### config.mk
export PLATFORM = sky130hd
export DESIGN_NAME = ssem_sequencer
export DESIGN_NICKNAME = d
export VERILOG_FILES = /design/src/rtl/ssem_seq_pkg.sv /design/src/rtl/ssem_bus_xfer.sv /design/src/rtl/ssem_sequencer.sv
export SDC_FILE = /design/constraint.sdc
export NUM_CORES = 1
export LEC_CHECK = 0
export CAP_MARGIN = 0
export CORE_UTILIZATION = 46
export CTS_CLUSTER_DIAMETER = 120
export CTS_CLUSTER_SIZE = 10
export DETAILED_ROUTE_END_ITERATION = 8
export PLACE_DENSITY = 0.69
export REMOVE_ABC_BUFFERS = 1
export SYNTH_ARGS = -nofsm -noshare
export SYNTH_HDL_FRONTEND = slang
export SYNTH_SLANG_ARGS = --single-unit
### constraint.sdc
create_clock -name clk -period 2.41 [get_ports clk]
set_input_delay 0.241 -clock clk [delete_from_list [all_inputs] [get_ports clk]]
set_output_delay 0.241 -clock clk [all_outputs]
set_load 0.005 [all_outputs]
### src/rtl/ssem_seq_pkg.sv
// Shared types for the SSEM control sequencer: opcodes, FSM states, bus endpoints.
package ssem_seq_pkg;

  typedef enum logic [2:0] {
    OP_NOP   = 3'd0,
    OP_LDA   = 3'd1,
    OP_LDB   = 3'd2,
    OP_ADD   = 3'd3,
    OP_SUB   = 3'd4,
    OP_STA   = 3'd5,
    OP_MOVAB = 3'd6,
    OP_ILL   = 3'd7
  } op_e;

  // SETUP/STROBE/HOLD live inside the transfer engine; DONE is folded into IDLE.
  typedef enum logic [1:0] {
    ST_IDLE,
    ST_SETTLE,
    ST_LATCH,
    ST_XFER
  } state_e;

  typedef enum logic [1:0] {
    SRC_EXT,
    SRC_A,
    SRC_B,
    SRC_ALU
  } src_e;

  typedef enum logic [1:0] {
    DST_A,
    DST_B,
    DST_EXT
  } dst_e;

  localparam int XFER_CYCLES    = 3;
  localparam int XFER_STROBE_AT = 2;

  function automatic logic [3:0] src_oh(src_e s);
    return 4'b0001 << s;
  endfunction

  function automatic logic [2:0] dst_oh(dst_e d);
    return 3'b001 << d;
  endfunction

endpackage

### src/rtl/ssem_bus_xfer.sv
// Three-cycle bus transfer engine: source OE for SETUP/STROBE/HOLD, destination LE
// in STROBE only, so the driver is always still on the bus when the sink latches.
module ssem_bus_xfer
  import ssem_seq_pkg::*;
(
  input  logic       clk,
  input  logic       reset_n,
  input  logic       i_start,
  input  src_e       i_src,
  input  dst_e       i_dst,
  output logic [3:0] o_oe,
  output logic [2:0] o_le,
  output logic       o_last
);

  localparam logic [1:0] LAST   = 2'(XFER_CYCLES);
  localparam logic [1:0] STROBE = 2'(XFER_STROBE_AT);

  logic [1:0] r_cnt, w_cnt_nxt;
  src_e       r_src, w_src;
  dst_e       r_dst, w_dst;

  always_comb begin
    w_cnt_nxt = '0;
    if (i_start)
      w_cnt_nxt = 2'd1;
    else if (r_cnt != '0 && r_cnt != LAST)
      w_cnt_nxt = r_cnt + 2'd1;
    w_src = i_start ? i_src : r_src;
    w_dst = i_start ? i_dst : r_dst;
  end

  // Strobes are computed from the next count so they appear registered in-phase.
  always_ff @(posedge clk or negedge reset_n) begin
    if (!reset_n) begin
      r_cnt <= '0;
      r_src <= SRC_EXT;
      r_dst <= DST_A;
      o_oe  <= '0;
      o_le  <= '0;
    end else begin
      r_cnt <= w_cnt_nxt;
      r_src <= w_src;
      r_dst <= w_dst;
      o_oe  <= (w_cnt_nxt != '0)    ? src_oh(w_src) : '0;
      o_le  <= (w_cnt_nxt == STROBE) ? dst_oh(w_dst) : '0;
    end
  end

  assign o_last = (r_cnt == LAST);

endmodule

### src/rtl/ssem_sequencer.sv
// SSEM micro-sequencer: decodes one command at a time into registered datapath strobes.
// Optional accumulator flags are built when SSEM_SEQ_FLAGS_EN is defined.
module ssem_sequencer
  import ssem_seq_pkg::*;
#(
  parameter int SETTLE_CYCLES = 1  // legal range 1..15
) (
  input  logic        clk,
  input  logic        reset_n,
  input  logic        cmd_valid,
  input  logic [2:0]  cmd_op,
  output logic        cmd_ready,
  output logic        done,
  output logic        cmd_err,
  output logic        load_A,
  output logic        load_B,
  output logic        a_to_bus,
  output logic        b_to_bus,
  output logic        alu_to_bus,
  output logic        alu_sub,
  output logic        alu_latch,
  output logic        ext_to_bus,
  output logic        ext_capture
`ifdef SSEM_SEQ_FLAGS_EN
  ,
  input  logic [31:0] bus_in,
  output logic        acc_zero,
  output logic        acc_neg
`endif
);

  state_e     r_state, w_state_nxt;
  logic [3:0] r_settle, w_settle_nxt;
  logic       w_accept, w_start, w_sub_nxt, w_done_nxt, w_err_nxt, w_xfer_last;
  src_e       w_src;
  dst_e       w_dst;
  logic [3:0] w_oe;
  logic [2:0] w_le;
  op_e        w_op;

  assign w_op     = op_e'(cmd_op);
  assign w_accept = cmd_valid && cmd_ready;

  always_comb begin
    w_state_nxt  = r_state;
    w_settle_nxt = r_settle;
    w_start      = 1'b0;
    w_src        = SRC_EXT;
    w_dst        = DST_A;
    w_sub_nxt    = alu_sub;
    w_done_nxt   = 1'b0;
    w_err_nxt    = 1'b0;
    case (r_state)
      ST_IDLE: begin
        w_sub_nxt = 1'b0;
        if (w_accept) begin
          case (w_op)
            OP_LDA:   begin w_start = 1'b1; w_src = SRC_EXT; w_dst = DST_A;   w_state_nxt = ST_XFER; end
            OP_LDB:   begin w_start = 1'b1; w_src = SRC_EXT; w_dst = DST_B;   w_state_nxt = ST_XFER; end
            OP_STA:   begin w_start = 1'b1; w_src = SRC_A;   w_dst = DST_EXT; w_state_nxt = ST_XFER; end
            OP_MOVAB: begin w_start = 1'b1; w_src = SRC_A;   w_dst = DST_B;   w_state_nxt = ST_XFER; end
            OP_ADD, OP_SUB: begin
              w_state_nxt  = ST_SETTLE;
              w_settle_nxt = 4'd1;
              w_sub_nxt    = (w_op == OP_SUB);
            end
            default: begin
              w_done_nxt = 1'b1;
              w_err_nxt  = (w_op == OP_ILL);
            end
          endcase
        end
      end
      ST_SETTLE: begin
        if (r_settle == 4'(SETTLE_CYCLES))
          w_state_nxt = ST_LATCH;
        else
          w_settle_nxt = r_settle + 4'd1;
      end
      // The result transfer is launched here so SETUP follows the latch pulse directly.
      ST_LATCH: begin
        w_start     = 1'b1;
        w_src       = SRC_ALU;
        w_dst       = DST_A;
        w_state_nxt = ST_XFER;
      end
      ST_XFER: begin
        if (w_xfer_last) begin
          w_state_nxt = ST_IDLE;
          w_done_nxt  = 1'b1;
          w_sub_nxt   = 1'b0;
        end
      end
      default: w_state_nxt = ST_IDLE;
    endcase
  end

  always_ff @(posedge clk or negedge reset_n) begin
    if (!reset_n) begin
      r_state   <= ST_IDLE;
      r_settle  <= '0;
      cmd_ready <= 1'b1;
      done      <= 1'b0;
      cmd_err   <= 1'b0;
      alu_sub   <= 1'b0;
      alu_latch <= 1'b0;
    end else begin
      r_state   <= w_state_nxt;
      r_settle  <= w_settle_nxt;
      cmd_ready <= (w_state_nxt == ST_IDLE);
      done      <= w_done_nxt;
      cmd_err   <= w_err_nxt;
      alu_sub   <= w_sub_nxt;
      alu_latch <= (w_state_nxt == ST_LATCH);
    end
  end

  ssem_bus_xfer u_xfer (
    .clk     (clk),
    .reset_n (reset_n),
    .i_start (w_start),
    .i_src   (w_src),
    .i_dst   (w_dst),
    .o_oe    (w_oe),
    .o_le    (w_le),
    .o_last  (w_xfer_last)
  );

  assign ext_to_bus  = w_oe[SRC_EXT];
  assign a_to_bus    = w_oe[SRC_A];
  assign b_to_bus    = w_oe[SRC_B];
  assign alu_to_bus  = w_oe[SRC_ALU];
  assign load_A      = w_le[DST_A];
  assign load_B      = w_le[DST_B];
  assign ext_capture = w_le[DST_EXT];

`ifdef SSEM_SEQ_FLAGS_EN
  // load_A is high exactly in the STROBE cycle of any transfer into A.
  always_ff @(posedge clk or negedge reset_n) begin
    if (!reset_n) begin
      acc_zero <= 1'b0;
      acc_neg  <= 1'b0;
    end else if (load_A) begin
      acc_zero <= (bus_in == 32'h0);
      acc_neg  <= bus_in[31];
    end
  end
`endif

endmodule

==> run summary <==
### Clocking
- sky130_fd_sc_hd__clkbuf_4 — root buffer selected by CTS
- 3 — number of buffers inserted during clock tree synthesis
- 0 — setup repair bufs after CTS
- 0.14 ns — Clock Pin Slew Worst Setup and Hold Paths
- 0 — CTS Hold Buffers Added
- 24 — Sinks on Clock Net
- done — CTS tree
- 0 — # resized after CTS
- 0.33 ns — Skew-Pair Late Insertion Delay
- 1 — H-tree levels
- 2 — clock tree buffer depth

### Floorplan
- 18 — Ports
- 55.7 µm — Die Y-Extent
- 48.5% — Initial Utilization
- 0.00273 mm² — core outline area
- 55.7 µm — die outline width
- 19 — Placement Rows
- 0.00310 mm² — Total Die Area

### STA
- 0 — final setup violation count
- 0 — Final Hold Viols
- 80.9% — share of the clock period used by the worst path after layout
- 1.95 ns — post-route minimum period
- 0 — number of max-slew violations in the final report
- 0 ns — total negative slack for setup checks
- 0.513 GHz — Max Fclk
- 62.1% — Slew headroom
- false — setup repair after global routing missed its margin
- 0.566 ns — slew at the pin closest to its max-slew limit
- 0.00602 ns — largest clock skew in the final design

### Layout
- sky130_fd_sc_hd__dfrtp_1 — most frequent standard cell in the layout excluding fill and tap cells
- 0 — Inserted Diodes
- 18.5% — layout overhead on the synthesized area
- 10.5% — fraction of final layout cells with drive strength greater than 1
- 167 — number of nets in the layout
- 57.5% — fraction of the core area covered by cells at the end of the flow
- 243 — fill cell total of the finished layout
- sky130_fd_sc_hd__dfrtp_1, sky130_fd_sc_hd__clkdlybuf4s50_1, sky130_fd_sc_hd__nor2_1, sky130_fd_sc_hd__inv_1, sky130_fd_sc_hd__nand2_1 — most frequent cells in the layout

### Critical path
- inv_1, ha_1, and3_1, a2111o_1, or3_1, nor2b_1 — list of cells traversed by the critical path
- 9 — CP Max Fanout
- flip-flop — Worst Setup End Kind
- 2.22 ns — data arrival time of the critical path
- 0.43 ns — largest stage delay on the critical path
- 2.68 ns — data required time of the critical path
- flip-flop — Critical Path Source Type
- 0.46 ns — worst reg-to-reg setup slack
- flip-flop to flip-flop — Critical Setup Path Class
- sky130_fd_sc_hd__dfrtp_1 — slowest cell on the critical path

### Route
- 20 — starting DRC count in detailed routing
- 4 — total iterations of the first detailed-routing run
- 14.4 µm — final routed wire length divided by cell count
- 0 — Post-route DRC
- 2.64 mm — Routed Wire Length
- 0 — residual antenna-violating net count after detailed routing
- 1017 — via count
- 5.56 — average via count per standard cell

### Synth
- 0 — number of warnings issued by yosys
- 9.82 µm² — mean cell area of the mapped netlist
- 0.00133 mm² — post-synth design cell area
- 0 — number of flops mapped to enable cells by yosys
- 44 — Netlist cell types
- 24 — flops & latches, synth
- 135 — post-synthesis instance total
- sky130_fd_sc_hd__dfrtp_1 — main flop type after synthesis
- 45.4% — register area share after synthesis
- 100% — async set-or-reset flop fraction in the synthesized netlist

### Placement
- 17 — IO Port Bufs
- 1.95 mm — placed wire-length estimate
- 0.813 — routability cong.

### Global route
- 18.4% — GRT Total Usage
- 4.43 mm — first-pass GRT wire length
- 0 — antenna violations before repair
- 0 — aggregate global routing overflow
- 958 — via count of the first global-routing pass
- 15 — maximum number of pins on one net before global-route repair

### Power and ir drop
- 0.706 nW — Leak
- 0.00190 W — power consumption
- 0.000754 V — maximum ir drop on the vdd rail
- 1210 mW/mm² — ratio of total power to cell area

### Job
- 0 — count of maximum capacitance violations

### Hold path
- input port to async pin — hold crit path type

### Run status
- finished clean — run status

==> state kept, by name, indices dropped and copies added (netlist names), 2 cells and up <==
signal / count
u_xfer.r_src: 2
u_xfer.o_le: 3
u_xfer.r_cnt: 2
r_state: 2
u_xfer.o_oe: 4
u_xfer.r_dst: 2
r_settle: 4
==> metal layers <==
metal  share of wire, %  routed length, µm  vias to the layer above  global-route usage, %
li1                   -                  -                      520                      -
met1                 52               1360                      471                   26.7
met2                 43               1130                       22                   27.5
met3                4.2                111                        4                   3.72
met4                1.4                 38                        0                   6.43
met5                  0                  0                        -                      0
==> logic make-up after synthesis <==
group                      synth area share [%]
AOI/OAI and AO/OA                          17.4
buffers and inverters                      5.19
xor gates and xnor gates                  0.660
adders and majority gates                  7.55
and+or+nand+nor                            23.9
DFF                                        45.4
==> critical path: cells and delay by family (launching register included) <==
kind                       cells  cell delay [ns]
buffers and inverters          1             0.10
adders and majority gates      1             0.20
AOI/OAI and AO/OA              1             0.43
DFF                            1             0.43
and+or+nand+nor                3             0.74
==> area by class of cell <==
type | instances | area (µm²) | share of cell area [%]
Timing Repair Buffer | 19 | 185 | 11.8
Clock inverter | 1 | 30.0 | 1.91
Inverter | 10 | 37.5 | 2.39
Sequential cell | 24 | 602 | 38.3
Tap cell | 31 | 38.8 | 2.47
Clock buffer | 3 | 22.5 | 1.43
Multi-Input combinational cell | 95 | 656 | 41.7
==> cells in the mapped netlist, types with 2 or more instances <==
cell type / n / area share, %
sky130_fd_sc_hd__nand3_1: 6 / 2.3
sky130_fd_sc_hd__a311oi_1: 2 / 1.3
sky130_fd_sc_hd__a31oi_1: 3 / 1.4
sky130_fd_sc_hd__a21o_1: 2 / 1.1
sky130_fd_sc_hd__a211oi_1: 2 / 1.1
sky130_fd_sc_hd__or3b_4: 2 / 1.7
sky130_fd_sc_hd__ha_1: 8 / 7.5
sky130_fd_sc_hd__o21ai_0: 3 / 1.1
sky130_fd_sc_hd__nand4_1: 2 / 0.94
sky130_fd_sc_hd__inv_1: 10 / 2.8
sky130_fd_sc_hd__o22ai_1: 3 / 1.4
sky130_fd_sc_hd__nand2b_1: 4 / 1.9
sky130_fd_sc_hd__clkbuf_1: 4 / 1.1
sky130_fd_sc_hd__and3_1: 4 / 1.9
sky130_fd_sc_hd__nand3b_1: 2 / 1.1
sky130_fd_sc_hd__nand2_1: 9 / 2.5
sky130_fd_sc_hd__nor2b_1: 6 / 2.8
sky130_fd_sc_hd__nor2_1: 10 / 2.8
sky130_fd_sc_hd__nor3_1: 4 / 1.5
sky130_fd_sc_hd__dfrtp_1: 23 / 43
sky130_fd_sc_hd__a21oi_1: 3 / 1.1
==> power breakdown <==
group | total (W) | switching [W] | internal (W)
Combinational | 0.000945 | 0.000483 | 0.000462
Clock | 0.000296 | 0.000128 | 0.000168
Sequential | 0.000659 | 0.000100 | 0.000559
Total | 0.00190 | 0.000711 | 0.00119
==> worst paths after layout <==
path,from,to,cells after the start
max in group asynchronous,reset_n,u_xfer.r_dst[0],2
worst max register to register,r_state[1],u_xfer.o_le[2],6
worst max-delay path,r_state[1],u_xfer.o_le[2],6
worst min-delay path,reset_n,u_xfer.r_cnt[1],1
worst min register to register,u_xfer.r_dst[0],u_xfer.o_le[0],2
min in group clk,u_xfer.r_dst[0],u_xfer.o_le[0],2
==> metrics by stage <==
stage               setup slack [ns]  std cells  instance area (µm²)  hold WS, ns
finish                         0.460        183                 1570        0.260
global route                   0.348        183                 1570        0.274
CTS                            0.458        183                 1570        0.293
detailed placement             0.306        179                 1520        0.517
global placement               0.335        179                 1520        0.503
floorplan                      0.538        129                 1290      -0.0546
(Power assumes the default switching activity.)
==> edit 1: new RTL, same flow settings <==
The option `SSEM_SEQ_FLAGS_EN` is turned on by a define.
--- a/src/rtl/ssem_sequencer.sv
+++ b/src/rtl/ssem_sequencer.sv
@@ -1,5 +1,7 @@
 // SSEM micro-sequencer: decodes one command at a time into registered datapath strobes.
 // Optional accumulator flags are built when SSEM_SEQ_FLAGS_EN is defined.
+`define SSEM_SEQ_FLAGS_EN
+
 module ssem_sequencer
   import ssem_seq_pkg::*;
 #(
Interface: changed (added acc_neg, acc_zero and bus_in); port bits go from 18 to 52. The function was not compared with the original's and may differ.
==> edit 1 against the original RTL <==
- the run now ends with DRC left
- sequential cell count is 2 higher
- total power rose by 0.73%
- synthesized area up 5.5%
- design area grew 26%
- critical path depth stayed put
- via count grew 22%
- final cell count up 21%
- die area up 5.3%
- worst setup slack worse by 0.15 ns
- combinational power is 5.7% lower
- core utilization increased by 13 points
- routed wire length is 33% higher
- non-clock buffer count up 33
- global-route usage rose by 5.7 points
==> edit 1: results (changes against the original RTL) <==
| Metric | Value |
|---|---|
| Longest Clk Path Bufs | 2 (unchanged) |
| Compound-cell area share of the yosys netlist | 13.8% (-3.6 points) |
| Pre-CTS WS | 0.337 ns (+0.0313 ns) |
| HP Class | in -> async |
| Largest registers | r_settle x4, u_xfer.o_oe x4, u_xfer.o_le x3 |
| VDD IR-drop max | 0.774 mV (+2.6%) |
| Post-DP Area | 0.00193 mm² (+27%) |
| Post-layout net count | 237 (+42%) |
| Sw Ratio | 35.9% (-1.5 points) |
| Sequential element share of the synthesized area | 46.6% (+1.2 points) |
| # fillers | 230 (-5.3%) |
| Total grt overflow | 0 (unchanged) |
| Remaining DRCs | 14 (+14) |
| P_leak | 0.839 nW (+19%) |
| First-pass GRT wire length | 5.93 mm (+34%) |
| Clock Tree Root | clkbuf_4 |
| # placed instances | 217 (+21%) |
| Largest net degree at the start of global routing | 27 (+12) |
| First-pass DRT Iterations | 7 (+3) |
| H-tree Lvls | 1 (unchanged) |
| Failing checks | DRC |
| CTS resizes | 0 (unchanged) |
| Initial antenna violation count | 0 (unchanged) |
| Hpwl dp | 2.83 mm (+45%) |
| CP arrival | 2.32 ns (+0.10 ns) |
| Number of I/O port buffers | 51 (+34) |
| Post-Synth Adder-Cell Area | 7.16% (-0.39 points) |
| Routed wire length per instance | 15.9 µm (+10%) |
| CP peak stage delay | 0.43 ns (about the same) |
| Most used DFF post-synth | dfrtp_1 |
| # Post-CTS Setup Buffers | 0 (unchanged) |
| Post-synthesis mux area share | 1.52% (+1.5 points) |
| Comb power | 0.000891 W (-5.7%) |
| Rel. slew slack | 58.7% (-3.4 points) |
| Worst-path fanout max | 8 (-1) |
| Routed vias | 1243 (+22%) |
| Worst reg-to-reg path cell count | 6 (unchanged) |
| Post-synth top cells | dfrtp_1, inv_1, nand2_1 |
| Fin util | 70.1% (+13 points) |
| GRT Util Overall | 24.2% (+5.7 points) |
| Switching power | 0.000687 W (-3.3%) |
| Syn_area_per_cell | 10.1 µm² (+3.2%) |
| Clock Skew | 0.00361 ns (-0.00241 ns) |
| Largest cells by area after synthesis | dfrtp_1, ha_1, nor4_1 |
| CTS clock-pin slew for the worst setup and hold paths | ~0.15 ns |
| DRT iter0 DRCs | 31 (+55%) |
| Status | finished, violations left |
| RD Place Congestion | 0.820 (+0.76%) |
| Clk_lat worst skew | 0.33 ns (about the same) |
| Number of CTS-inserted buffers | 3 (unchanged) |
| Synth cell types | 44 (unchanged) |
| XOR/XNOR Fraction of Synth Area | 0.626% (-0.034 points) |
| Share of cells above drive strength 1 | 7.37% (-3.2 points) |
| CP max-delay cell | dfrtp_1 |
| Synth Warn # | 0 (unchanged) |
| Seq pwr share | 37.4% (+2.7 points) |
| Via density per instance | 5.62 (+1.2%) |
## edit 1: per-layer routing
metal / wire length (µm) / track usage [%] / vias to the layer above
li1: - / - / 613
met1: 1590 / 32.3 / 584
met2: 1700 / 40.8 / 41
met3: 195 / 4.54 / 5
met4: 37 / 5.92 / 0
met5: 0 / 0 / -
## edit 1: cell type report
cell class / count / area share (%)
Clock buffer: 3 / 1.14
Tap cell: 31 / 1.96
Sequential cell: 26 / 32.9
Inverter: 11 / 2.08
Timing Repair Buffer: 52 / 26.1
Clock inverter: 1 / 1.51
Multi-Input combinational cell: 97 / 34.3
## edit 1: final timing paths
check                           startpoint              to  slack (ns)
setup / recovery                r_state[1]     r_settle[3]        0.31
hold reg to reg            u_xfer.r_dst[0]  u_xfer.o_le[0]        0.50
hold / removal                     reset_n         acc_neg        0.26
min in group clk           u_xfer.r_dst[0]  u_xfer.o_le[0]        0.50
max in group asynchronous          reset_n       cmd_ready        1.86
setup reg to reg                r_state[1]     r_settle[3]        0.31
==> edit 2: new RTL, same flow settings <==
Made on the original files. Re-encode `state_e` (4 states) as Gray code, 2 bits wide.
--- a/src/rtl/ssem_seq_pkg.sv
+++ b/src/rtl/ssem_seq_pkg.sv
@@ -14,10 +14,10 @@
 
   // SETUP/STROBE/HOLD live inside the transfer engine; DONE is folded into IDLE.
   typedef enum logic [1:0] {
-    ST_IDLE,
-    ST_SETTLE,
-    ST_LATCH,
-    ST_XFER
+    ST_IDLE   = 2'b00,
+    ST_SETTLE = 2'b01,
+    ST_LATCH  = 2'b11,
+    ST_XFER   = 2'b10
   } state_e;
 
   typedef enum logic [1:0] {
Formal check against the unedited RTL: same outputs for any inputs over 10 cycles, from zero or initial values and one cycle with reset_n low; not proved beyond that.
==> edit 2 against the original RTL <==
- largest cell class unchanged
- design area fell by 2.4%
- routed wire length fell by 9.1%
- hold slack improved by 0.0021 ns
- total power fell by 14%
- largest power group unchanged
- sequential cell count did not move
- worst setup slack got worse by 0.087 ns
- synthesized area did not move
==> edit 2: results (changes against the original RTL) <==
| Metric | Value |
|---|---|
| Status | finished, final reports clean |
| CP peak stage delay | 0.45 ns (+0.02 ns) |
| DRT iter0 DRCs | 15 (-25%) |
| GRT Util Overall | 17.1% (-1.3 points) |
| Layout clock area frac | 1.71% (-1.6 points) |
| Largest net degree at the start of global routing | 25 (+10) |
| Syn_area_per_cell | 10.7 µm² (+8.9%) |
| Clk_buf instances | 4 (+1) |
| VDD IR-drop max | 0.634 mV (-16%) |
| Routed wire length per instance | 13.9 µm (-3.8%) |
| # placed instances | 169 (-5.6%) |
| First-pass GRT wire length | 4.18 mm (-5.6%) |
| FF+latch count | 24 (unchanged) |
| Pre-CTS WS | 0.351 ns (+0.0452 ns) |
| Routed vias | 929 (-8.7%) |
| Clock Skew | 0.00441 ns (-0.00162 ns) |
| Rel. slew slack | 70.0% (+7.9 points) |
| # fillers | 233 (-4.1%) |
| CP arrival | 2.25 ns (+0.03 ns) |
| Post-synth top cells | dfrtp_1, inv_1, ha_1 |
| Multi-In Gates | 85 (-11%) |
| Compound-cell area share of the yosys netlist | 12.2% (-5.2 points) |
| Share of cells above drive strength 1 | 10.6% (+0.037 points) |
| Vias in the first global route | 923 (-3.7%) |
| Clk_lat worst skew | 0.31 ns (-0.02 ns) |
| Non-clk invs | 11 (+1) |
| XOR/XNOR Fraction of Synth Area | 1.32% (+0.66 points) |
==> edit 2: cell types whose count changed after synthesis, sizes merged, moves of 4 or more <==
| cell | before | now |
|---|---|---|
| nor2b | 6 | 2 |
| clkbuf | 4 | 0 |
| mux2i | 0 | 4 |
| o21ai | 3 | 9 |
==> edit 2: metal layers <==
layer  vias up  GRT usage, %  wire length (µm)  share of wire, %
li1        472             -                 -                 -
met1       433          24.9              1210                50
met2        19          25.6              1050                44
met4         0          6.43                39               1.6
met5         -             0                 0                 0
met3         5          2.79                98               4.1
==> edit 2: path summary, 6_finish.rpt <==
path | startpoint | cells after the start | slack [ns] | to
hold / removal | reset_n | 2 | 0.26 | u_xfer.r_dst[1]
min in group clk | u_xfer.r_dst[0] | 1 | 0.46 | u_xfer.o_le[2]
setup / recovery | r_state[1] | 6 | 0.37 | u_xfer.r_src[1]
setup reg to reg | r_state[1] | 6 | 0.37 | u_xfer.r_src[1]
hold reg to reg | u_xfer.r_dst[0] | 1 | 0.46 | u_xfer.o_le[2]
max in group asynchronous | reset_n | 2 | 1.87 | cmd_ready
==> edit 2: where the power goes <==
part | switching [W] | total, W | leakage (nW) | internal, W
Clock | 0.000119 | 0.000183 | 0.0150 | 0.0000646
Sequential | 0.000103 | 0.000655 | 0.309 | 0.000552
Combinational | 0.000396 | 0.000799 | 0.384 | 0.000403
Total | 0.000618 | 0.00164 | 0.707 | 0.00102
==> edit 2: metrics by stage <==
step	cell area (µm²)	power (W)
floorplan	1290	0.00119
global placement	1510	0.00143
detailed placement	1510	0.00147
CTS	1530	0.00165
global route	1530	0.00178
finish	1530	0.00164
==> edit 2: worst register-to-register path, stage by stage (launching register included) <==
cell	delay, ns
dfrtp_1	0.45
inv_1	0.12
ha_1	0.32
inv_1	0.13
o31a_4	0.41
nor2_8	0.19
mux2_4	0.32
